===== src/rtl/seq_shift_add_mul_if.sv =====
// Operand/result handshake bundle for seq_shift_add_mul.
// The CPU side uses the master modport and the multiplier uses the slave modport.
interface seq_shift_add_mul_if #(
    parameter int WIDTH = 16
);
    logic                 in_valid;
    logic                 in_ready;
    logic                 is_signed;
    logic [WIDTH-1:0]     a;
    logic [WIDTH-1:0]     b;
    logic                 out_valid;
    logic                 out_ready;
    logic [2*WIDTH-1:0]   product;
    logic                 ovf;

    modport master (
        output in_valid, is_signed, a, b, out_ready,
        input  in_ready, out_valid, product, ovf
    );

    modport slave (
        input  in_valid, is_signed, a, b, out_ready,
        output in_ready, out_valid, product, ovf
    );
endinterface


===== src/rtl/seq_shift_add_mul.sv =====
// Iterative shift-and-add multiplier: one partial product per clock, 2*WIDTH-bit signed/unsigned result.
// Optional macro MUL_EARLY_TERM_EN ends the run once the remaining multiplier bits are all zero.
module seq_shift_add_mul #(
    parameter int WIDTH = 16,
    parameter int CNT_W = $clog2(WIDTH + 1)
) (
    input  logic                 clk,
    input  logic                 rst_n,
    seq_shift_add_mul_if.slave   bus
);
    typedef enum logic [1:0] {
        IDLE = 2'd0,
        RUN  = 2'd1,
        DONE = 2'd2
    } state_t;

    localparam logic [WIDTH-1:0]   ONE_W    = {{(WIDTH-1){1'b0}}, 1'b1};
    localparam logic [2*WIDTH-1:0] ONE_2W   = {{(2*WIDTH-1){1'b0}}, 1'b1};
    localparam logic [CNT_W-1:0]   ONE_C    = {{(CNT_W-1){1'b0}}, 1'b1};
    localparam logic [CNT_W-1:0]   LAST_CNT = CNT_W'(WIDTH - 1);

    state_t               state_r;
    logic [2*WIDTH-1:0]   mcand_r;
    logic [2*WIDTH-1:0]   acc_r;
    logic [2*WIDTH-1:0]   product_r;
    logic [WIDTH-1:0]     mplier_r;
    logic [CNT_W-1:0]     cnt_r;
    logic                 neg_r;
    logic                 sgn_r;
    logic                 ready_en_r;
    logic                 out_valid_r;
    logic                 ovf_r;

    logic                 in_ready_s;
    logic                 accept_s;
    logic                 last_s;
    logic [WIDTH-1:0]     mplier_nxt_s;
    logic [2*WIDTH-1:0]   sum_s;
    logic [2*WIDTH-1:0]   result_s;

    // |x| as an unsigned WIDTH-bit magnitude; the most-negative value maps onto itself.
    function automatic logic [WIDTH-1:0] magnitude(input logic [WIDTH-1:0] x, input logic sgn);
        return (sgn && x[WIDTH-1]) ? ((~x) + ONE_W) : x;
    endfunction

    function automatic logic ovf_of(input logic [2*WIDTH-1:0] p, input logic sgn);
        logic [WIDTH:0] hi;
        hi = p[2*WIDTH-1:WIDTH-1];
        return sgn ? ~((&hi) | ~(|hi)) : (|p[2*WIDTH-1:WIDTH]);
    endfunction

    // Handshake decode and the current iteration's partial sum.
    always_comb begin
        in_ready_s   = ready_en_r & ((state_r == IDLE) | ((state_r == DONE) & bus.out_ready));
        accept_s     = in_ready_s & bus.in_valid;
        mplier_nxt_s = mplier_r >> 1;
        sum_s        = mplier_r[0] ? (acc_r + mcand_r) : acc_r;
        result_s     = neg_r ? ((~sum_s) + ONE_2W) : sum_s;
`ifdef MUL_EARLY_TERM_EN
        last_s       = (cnt_r == LAST_CNT) | (mplier_nxt_s == {WIDTH{1'b0}});
`else
        last_s       = (cnt_r == LAST_CNT);
`endif
    end

    assign bus.in_ready  = in_ready_s;
    assign bus.out_valid = out_valid_r;
    assign bus.product   = product_r;
    assign bus.ovf       = ovf_r;

    // Control FSM with datapath registers; operands are only sampled on an accepting edge.
    always_ff @(posedge clk or negedge rst_n) begin
        if (!rst_n) begin
            state_r     <= IDLE;
            mcand_r     <= {(2*WIDTH){1'b0}};
            acc_r       <= {(2*WIDTH){1'b0}};
            product_r   <= {(2*WIDTH){1'b0}};
            mplier_r    <= {WIDTH{1'b0}};
            cnt_r       <= {CNT_W{1'b0}};
            neg_r       <= 1'b0;
            sgn_r       <= 1'b0;
            ready_en_r  <= 1'b0;
            out_valid_r <= 1'b0;
            ovf_r       <= 1'b0;
        end else begin
            ready_en_r <= 1'b1;
            if (accept_s) begin
                mcand_r     <= {{WIDTH{1'b0}}, magnitude(bus.a, bus.is_signed)};
                mplier_r    <= magnitude(bus.b, bus.is_signed);
                neg_r       <= bus.is_signed & (bus.a[WIDTH-1] ^ bus.b[WIDTH-1]);
                sgn_r       <= bus.is_signed;
                acc_r       <= {(2*WIDTH){1'b0}};
                cnt_r       <= {CNT_W{1'b0}};
                out_valid_r <= 1'b0;
                state_r     <= RUN;
            end else begin
                case (state_r)
                    IDLE: begin
                        state_r <= IDLE;
                    end
                    RUN: begin
                        acc_r    <= sum_s;
                        mcand_r  <= mcand_r << 1;
                        mplier_r <= mplier_nxt_s;
                        cnt_r    <= cnt_r + ONE_C;
                        if (last_s) begin
                            product_r   <= result_s;
                            ovf_r       <= ovf_of(result_s, sgn_r);
                            out_valid_r <= 1'b1;
                            state_r     <= DONE;
                        end else begin
                            state_r <= RUN;
                        end
                    end
                    DONE: begin
                        if (bus.out_ready) begin
                            out_valid_r <= 1'b0;
                            state_r     <= IDLE;
                        end else begin
                            state_r <= DONE;
                        end
                    end
                    default: begin
                        out_valid_r <= 1'b0;
                        state_r     <= IDLE;
                    end
                endcase
            end
        end
    end
endmodule


===== src/flat_wrapper.sv =====
// flat-port wrapper written by rule: the top's interface ports become plain ports
module seq_shift_add_mul_flat 
#(
    parameter int WIDTH = 16,
    parameter int CNT_W = $clog2(WIDTH + 1)
)
  (clk, rst_n, bus_in_valid, bus_is_signed, bus_a, bus_b, bus_out_ready, bus_in_ready, bus_out_valid, bus_product, bus_ovf);
  seq_shift_add_mul_if #(.WIDTH(WIDTH)) bus_i ();
  input  logic clk;
  input  logic rst_n;
  input wire logic [$bits(bus_i.in_valid)-1:0] bus_in_valid;
  input wire logic [$bits(bus_i.is_signed)-1:0] bus_is_signed;
  input wire logic [$bits(bus_i.a)-1:0] bus_a;
  input wire logic [$bits(bus_i.b)-1:0] bus_b;
  input wire logic [$bits(bus_i.out_ready)-1:0] bus_out_ready;
  output wire logic [$bits(bus_i.in_ready)-1:0] bus_in_ready;
  output wire logic [$bits(bus_i.out_valid)-1:0] bus_out_valid;
  output wire logic [$bits(bus_i.product)-1:0] bus_product;
  output wire logic [$bits(bus_i.ovf)-1:0] bus_ovf;
  assign bus_i.in_valid = bus_in_valid;
  assign bus_i.is_signed = bus_is_signed;
  assign bus_i.a = bus_a;
  assign bus_i.b = bus_b;
  assign bus_i.out_ready = bus_out_ready;
  assign bus_in_ready = bus_i.in_ready;
  assign bus_out_valid = bus_i.out_valid;
  assign bus_product = bus_i.product;
  assign bus_ovf = bus_i.ovf;
  seq_shift_add_mul #(.WIDTH(WIDTH), .CNT_W(CNT_W)) u_core (.clk(clk), .rst_n(rst_n), .bus(bus_i));
endmodule

===== config.mk =====
export PLATFORM = sky130hd
export DESIGN_NAME = seq_shift_add_mul_flat
export DESIGN_NICKNAME = d
export VERILOG_FILES = /design/src/rtl/seq_shift_add_mul_if.sv /design/src/rtl/seq_shift_add_mul.sv /design/src/flat_wrapper.sv
export SDC_FILE = /design/constraint.sdc
export NUM_CORES = 1
export LEC_CHECK = 0
export ABC_AREA = 1
export CAP_MARGIN = 20
export CORE_MARGIN = 2
export CORE_UTILIZATION = 45
export CTS_BUF_LIST = sky130_fd_sc_hd__clkbuf_4 sky130_fd_sc_hd__clkbuf_8 sky130_fd_sc_hd__clkbuf_16
export CTS_CLUSTER_SIZE = 25
export DETAILED_ROUTE_END_ITERATION = 12
export GPL_ROUTABILITY_DRIVEN = 0
export HOLD_SLACK_MARGIN = 0.08
export PLACE_DENSITY = 0.74
export SETUP_SLACK_MARGIN = 0.02
export SYNTH_ARGS = -nofsm -noshare
export SYNTH_HDL_FRONTEND = slang
export SYNTH_SLANG_ARGS = --single-unit

===== constraint.sdc =====
create_clock -name clk -period 3.85 [get_ports clk]
set_input_delay 0.5775 -clock clk [delete_from_list [all_inputs] [get_ports clk]]
set_output_delay 0.5775 -clock clk [all_outputs]
set_load 0.005 [all_outputs]

# Word level (Yosys, flattened, before mapping)
# Cells that the tools add are included.
# op_classes
add_sub_neg	5
eq_ne	6
muxes	21
n_bitwise	13
n_reduce_logical	9
# op_table
operator	n
32-bit two-way mux	6
16-bit two-way mux	4
16-bit by 1-bit adder with 16-bit output (second input constant)	2
32-bit by 1-bit adder with 32-bit output (second input constant)	1
32-bit adder	1
16-bit inverter	2
32-bit inverter	1
17-bit AND reduction	1
17-bit OR reduction	1
16-bit OR reduction	1
5-bit two-way mux	2
2-bit two-way mux	3
3-bit AND reduction	2
5-bit by 1-bit adder with 5-bit output (second input constant)	1
5-bit by 4-bit equality test with 1-bit output (second input constant)	1
1-bit bitwise AND	4
1-bit two-way mux	4
2-bit case mux with 2 select lines	1
3-bit by 1-bit inequality test with 1-bit output (second input constant)	1
3-bit by 2-bit inequality test with 1-bit output (second input constant)	1
1-bit inverter	3
1-bit case mux with 3 select lines	1
2-bit by 1-bit equality test with 1-bit output (second input constant)	1
2-bit equality test (second input constant)	1
other kinds (6)	8
# word_totals
regBits	124
inputBits	37
out_inout_bits	35
word_cells	65

# Depth between registers and ports, before layout
# depth
ltp_word	10
depth_mapped	28
mapped_depth_nobuf	28

# Worst setup path after synthesis
# OpenSTA, ideal clock, no wires.
# synth_timing
path_kind	register to register
startpoint	register u_core.acc_r[0]
endpoint	register u_core.ovf_r, in the netlist u_core.bus.ovf
setup_ps	122
arrival_ps	2869
t_required_ps	3728
path_slack_ps	859
stages_incl_launch_ff	23
n_path_buf	0
cell_sequence	dfrtp_1 -> ha_1 -> fa_1 -> inv_1 -> nand2_1 -> a31oi_4 -> nand3_2 -> nor2_1 -> nand3_1 -> nor2_2 -> nand3_2 -> nor2_4 -> nand3_4 -> nand2_4 -> nand3_2 -> nand2_2 -> nand2_2 -> nor2_2 -> nand3_1 -> nand2_1 -> nand2_1 -> nor2_1 -> a21oi_1
# synth_via
elab_chain_cells	10
word_cells_on_any_way	12
# synth_rtl
element	line	rtl
start, declared	seq_shift_add_mul.sv:24	logic [2*WIDTH-1:0] acc_r;
start signal, assigned	seq_shift_add_mul.sv:76	acc_r <= {(2*WIDTH){1'b0}};
start signal, assigned	seq_shift_add_mul.sv:92	acc_r <= {(2*WIDTH){1'b0}};
start signal, assigned	seq_shift_add_mul.sv:102	acc_r <= sum_s;
32-bit adder	seq_shift_add_mul.sv:57	sum_s = mplier_r[0] ? (acc_r + mcand_r) : acc_r;
32-bit two-way mux (*)	seq_shift_add_mul.sv:57	
32-bit inverter	seq_shift_add_mul.sv:58	result_s = neg_r ? ((~sum_s) + ONE_2W) : sum_s;
32-bit by 1-bit adder with 32-bit output	seq_shift_add_mul.sv:58	
32-bit two-way mux (*)	seq_shift_add_mul.sv:58	
17-bit OR reduction	seq_shift_add_mul.sv:49	return sgn ? ~((&hi) | ~(|hi)) : (|p[2*WIDTH-1:WIDTH]);
1-bit inverter	seq_shift_add_mul.sv:49	
1-bit OR	seq_shift_add_mul.sv:49	
1-bit inverter	seq_shift_add_mul.sv:49	
1-bit two-way mux (*)	seq_shift_add_mul.sv:49	
end signal, assigned	seq_shift_add_mul.sv:108	ovf_r <= ovf_of(result_s, sgn_r);
end, declared	seq_shift_add_mul.sv:32	logic ovf_r;
# Every way passes the cells marked *; elsewhere a longest branch is shown, timed or not.
# A chain may end at the register's enable or synchronous reset.

# Final worst setup path
# layout_timing
startpoint	register u_core.acc_r[2]
endpoint	register u_core.ovf_r, in the netlist u_core.bus.ovf
# The elaborated chain is that of the path after synthesis.

==> impl_metrics.json <==
{
  "outcome": "completed",
  "synthesis.area_um2": 9620,
  "grt.overflow.total": 0,
  "end_kind": "register",
  "synth_seq_cells": 124,
  "drc": 0,
  "crit_family": "simple AND/OR/NAND/NOR gates",
  "track_usage_pct": 24.7,
  "synthSimpleGateAreaFrac_pct": 36.3,
  "hold_path_class": "in2async",
  "antenna_found_initial": 0,
  "cts_max_level": 4,
  "first_pass_iters": 6,
  "synth_commonest_cells": "nand2_1, inv_1, dfrtp_1, nand3_1, nor2_1",
  "vias": 9650,
  "avgSynthCellArea_um2": 6.53,
  "hold_viol": 0,
  "drt-total-wl_um": 26900,
  "cts_made_buffers": 17,
  "hold_ws_ns": 0.137,
  "crit_path_max_incr_delay_ns": 0.48,
  "synth_edf_count": 0,
  "period_needed_ns": 3.40,
  "synth_top_cell_by_area": "dfrtp_1",
  "postRouteAntennaNets": 0,
  "power_frac_clock_pct": 28.0,
  "total_power_mw": 5.92,
  "area_growth_pct": 16.3,
  "grt_max_degree": 82,
  "async_flop_share_pct": 100,
  "fin_setup_tns_ns": 0,
  "synth_cell_type_count": 45,
  "arrival_ns": 3.72,
  "wl_per_cell_um": 14.8,
  "grt.busiest_layer": "met2",
  "yosysSeqAreaShare_pct": 32.2,
  "clock-root-buffer": "clkbuf_16",
  "grtUsageMet2_pct": 41.8,
  "critPathBufInv": 0,
  "drive_gt1_share_pct": 8.48,
  "swShare_pct": 43.8,
  "power.internal_mw": 3.33,
  "cp_cell_sequence": "ha_1 > nand3_1 > nand2_1 > nand2_1 > nand2_1 > nand2_1 > nand3_1 > nand3_1 > nand2_1 > nand2_1 > nor2_1 > nand2_1 > nand3_1 > nand2_1 > nor2_1 > nand2_1 > nor2_2 > nand3_1 > nand2_1 > nand2_1 > nor2_1 > a21oi_1",
  "drv_cap": 0,
  "drt_iter0_drc": 575,
  "synth_top_family_by_area": "simple AND/OR/NAND/NOR gates",
  "required_ns": 4.17,
  "dp_hpwl_um": 19800,
  "path_clk_slew_ns": 0.06,
  "layout_setup_ws_ns": 0.450,
  "yosysWarnings": 0,
  "start_util_pct": 45.8,
  "worst-path-max-fanout": 8,
  "synth_xor_area_share_pct": 2.18,
  "synthFlopType": "dfrtp_1",
  "antenna_cells": 0,
  "synth-compound-area-share_pct": 12.4,
  "yosysMostFrequentCell": "nand2_1",
  "path_class": "reg2reg",
  "p_sw_mw": 2.60,
  "rows": 53,
  "leakage_nw": 5.75,
  "skew_ns": 0.0116,
  "viasPerCell": 5.30,
  "layout.nets": 1609,
  "die_x_um": 150,
  "synthCells": 1474,
  "drv_slew": 0,
  "cts_tree": "yes",
  "ios": 72,
  "io_buffers": 71,
  "clk_path_buf_depth": 2,
  "tightestPinTransition_ns": 0.967,
  "coreArea_um2": 21000,
  "irDropWorstVdd_mv": 0.267,
  "synth.area.top_cells": "dfrtp_1, nand2_1, inv_1, nand3_1, ha_1",
  "seqPwrFrac_pct": 28.4,
  "start_kind": "register",
  "cts_setup_buffers": 0,
  "use_met1_pct": 30.5,
  "synth_fp_nets": 1551,
  "use_met3_pct": 3.61,
  "pwr-share-comb_pct": 43.6,
  "max_freq_mhz": 294,
  "ctsHoldBuffers": 0,
  "clkLatencyLatePin_ns": 0.44,
  "synth-adder-area-share_pct": 5.28,
  "cpMostUsedCell": "nand2_1",
  "relSlewSlack_pct": 35.5,
  "finalSetupViolCount": 0,
  "rsz0062_at_grt": "false",
  "cts-resized-gates": 0,
  "yosys-mux-area-fraction_pct": 0,
  "synth_top_cell_area_share_pct": 32.2,
  "preCtsSetupSlack_ns": 0.426,
  "period_share_pct": 88.3,
  "grt_pass1_vias": 9262,
  "die_y_um": 150,
  "cpMaxStageDelayCell": "ha_1",
  "grt_pass1_wl_um": 44400,
  "die_area_um2": 22600,
  "p_per_area_nw_per_um2": 529,
  "cts_sinks": 124
}
state kept, by name (all words and copies together) (netlist names):
signal / flops
u_core.ready_en_r: 1
u_core.bus.out_valid: 1
u_core.mcand_r: 32
u_core.cnt_r: 5
u_core.acc_r: 32
u_core.bus.product: 32
u_core.state_r: 2
u_core.bus.ovf: 1
u_core.sgn_r: 1
u_core.neg_r: 1
u_core.mplier_r: 16
final cells by class:
| class | count | area [µm²] |
|---|---|---|
| Fill cell | 2062 | 9830 |
| Tap cell | 275 | 344 |
| Inverter | 250 | 938 |
| Clock buffer | 18 | 439 |
| Multi-Input combinational cell | 1060 | 5420 |
| Sequential cell | 124 | 3100 |
| Timing Repair Buffer | 79 | 793 |
| Clock inverter | 14 | 155 |
through the flow:
| stage | area (µm²) | cells | utilization [%] |
|---|---|---|---|
| global placement | 10600 | 1788 | 50.4 |
| CTS | 11200 | 1820 | 53.2 |
| detailed placement | 10600 | 1788 | 50.4 |
| floorplan | 9620 | 1474 | - |
| global route | 11200 | 1820 | 53.3 |
| finish | 11200 | 1820 | 53.3 |
kinds of logic (layout without fill, tap and decap cells):
family / Yosys count / in the layout
AO/OA/AOI/OAI: 195 / 195
AND/OR/NAND/NOR: 800 / 800
other: 1 / 1
flip-flops: 124 / 124
adder cells (fa/ha/maj): 40 / 40
buffers and inverters: 290 / 361
XOR/XNOR: 24 / 24
worst paths after layout:
check	from	slack, ns	cells after the start	end
hold reg to reg	u_core.bus.product[22]$_DFFE_PN0P_	0.48	2	u_core.bus.product[22]$_DFFE_PN0P_
setup reg to reg	u_core.acc_r[2]$_DFFE_PN0P_	0.45	22	u_core.bus.ovf$_DFFE_PN0P_
setup / recovery	u_core.acc_r[2]$_DFFE_PN0P_	0.45	22	u_core.bus.ovf$_DFFE_PN0P_
min in group clk	u_core.bus.product[22]$_DFFE_PN0P_	0.48	2	u_core.bus.product[22]$_DFFE_PN0P_
max in group asynchronous	rst_n	2.84	2	u_core.bus.product[30]$_DFFE_PN0P_
hold / removal	rst_n	0.14	1	u_core.mcand_r[25]$_DFFE_PN0P_
power by group through the flow:
stage          Sequential [mW]  Combinational [mW]  Clock, mW
6_report                  1.68                2.59       1.66
3_5_place_dp              1.70                2.54          0
4_1_cts                   1.68                2.57       1.67
2_1_floorplan             1.62                1.96          0
5_1_grt                   1.70                2.91       1.72
3_3_place_gp              1.69                2.48          0
layer usage:
metal / part of all wire [%] / routed length (µm)
met2: 47 / 12700
met4: 4.4 / 1190
met3: 5.5 / 1490
met1: 43 / 11500
met5: 0 / 0
placed cells by master (no fill, tap or decap), types with 21 or more instances in the layout:
master and n:
nand3_1 118, clkdlybuf4s50_1 70, o22ai_1 44, nor2_1 89, nand2_2 26, dfrtp_1 124, ha_1 38, o21ai_0 65
a21oi_1 42, nand2_1 488, o221ai_1 21, inv_1 232
(Power assumes the default switching activity.)
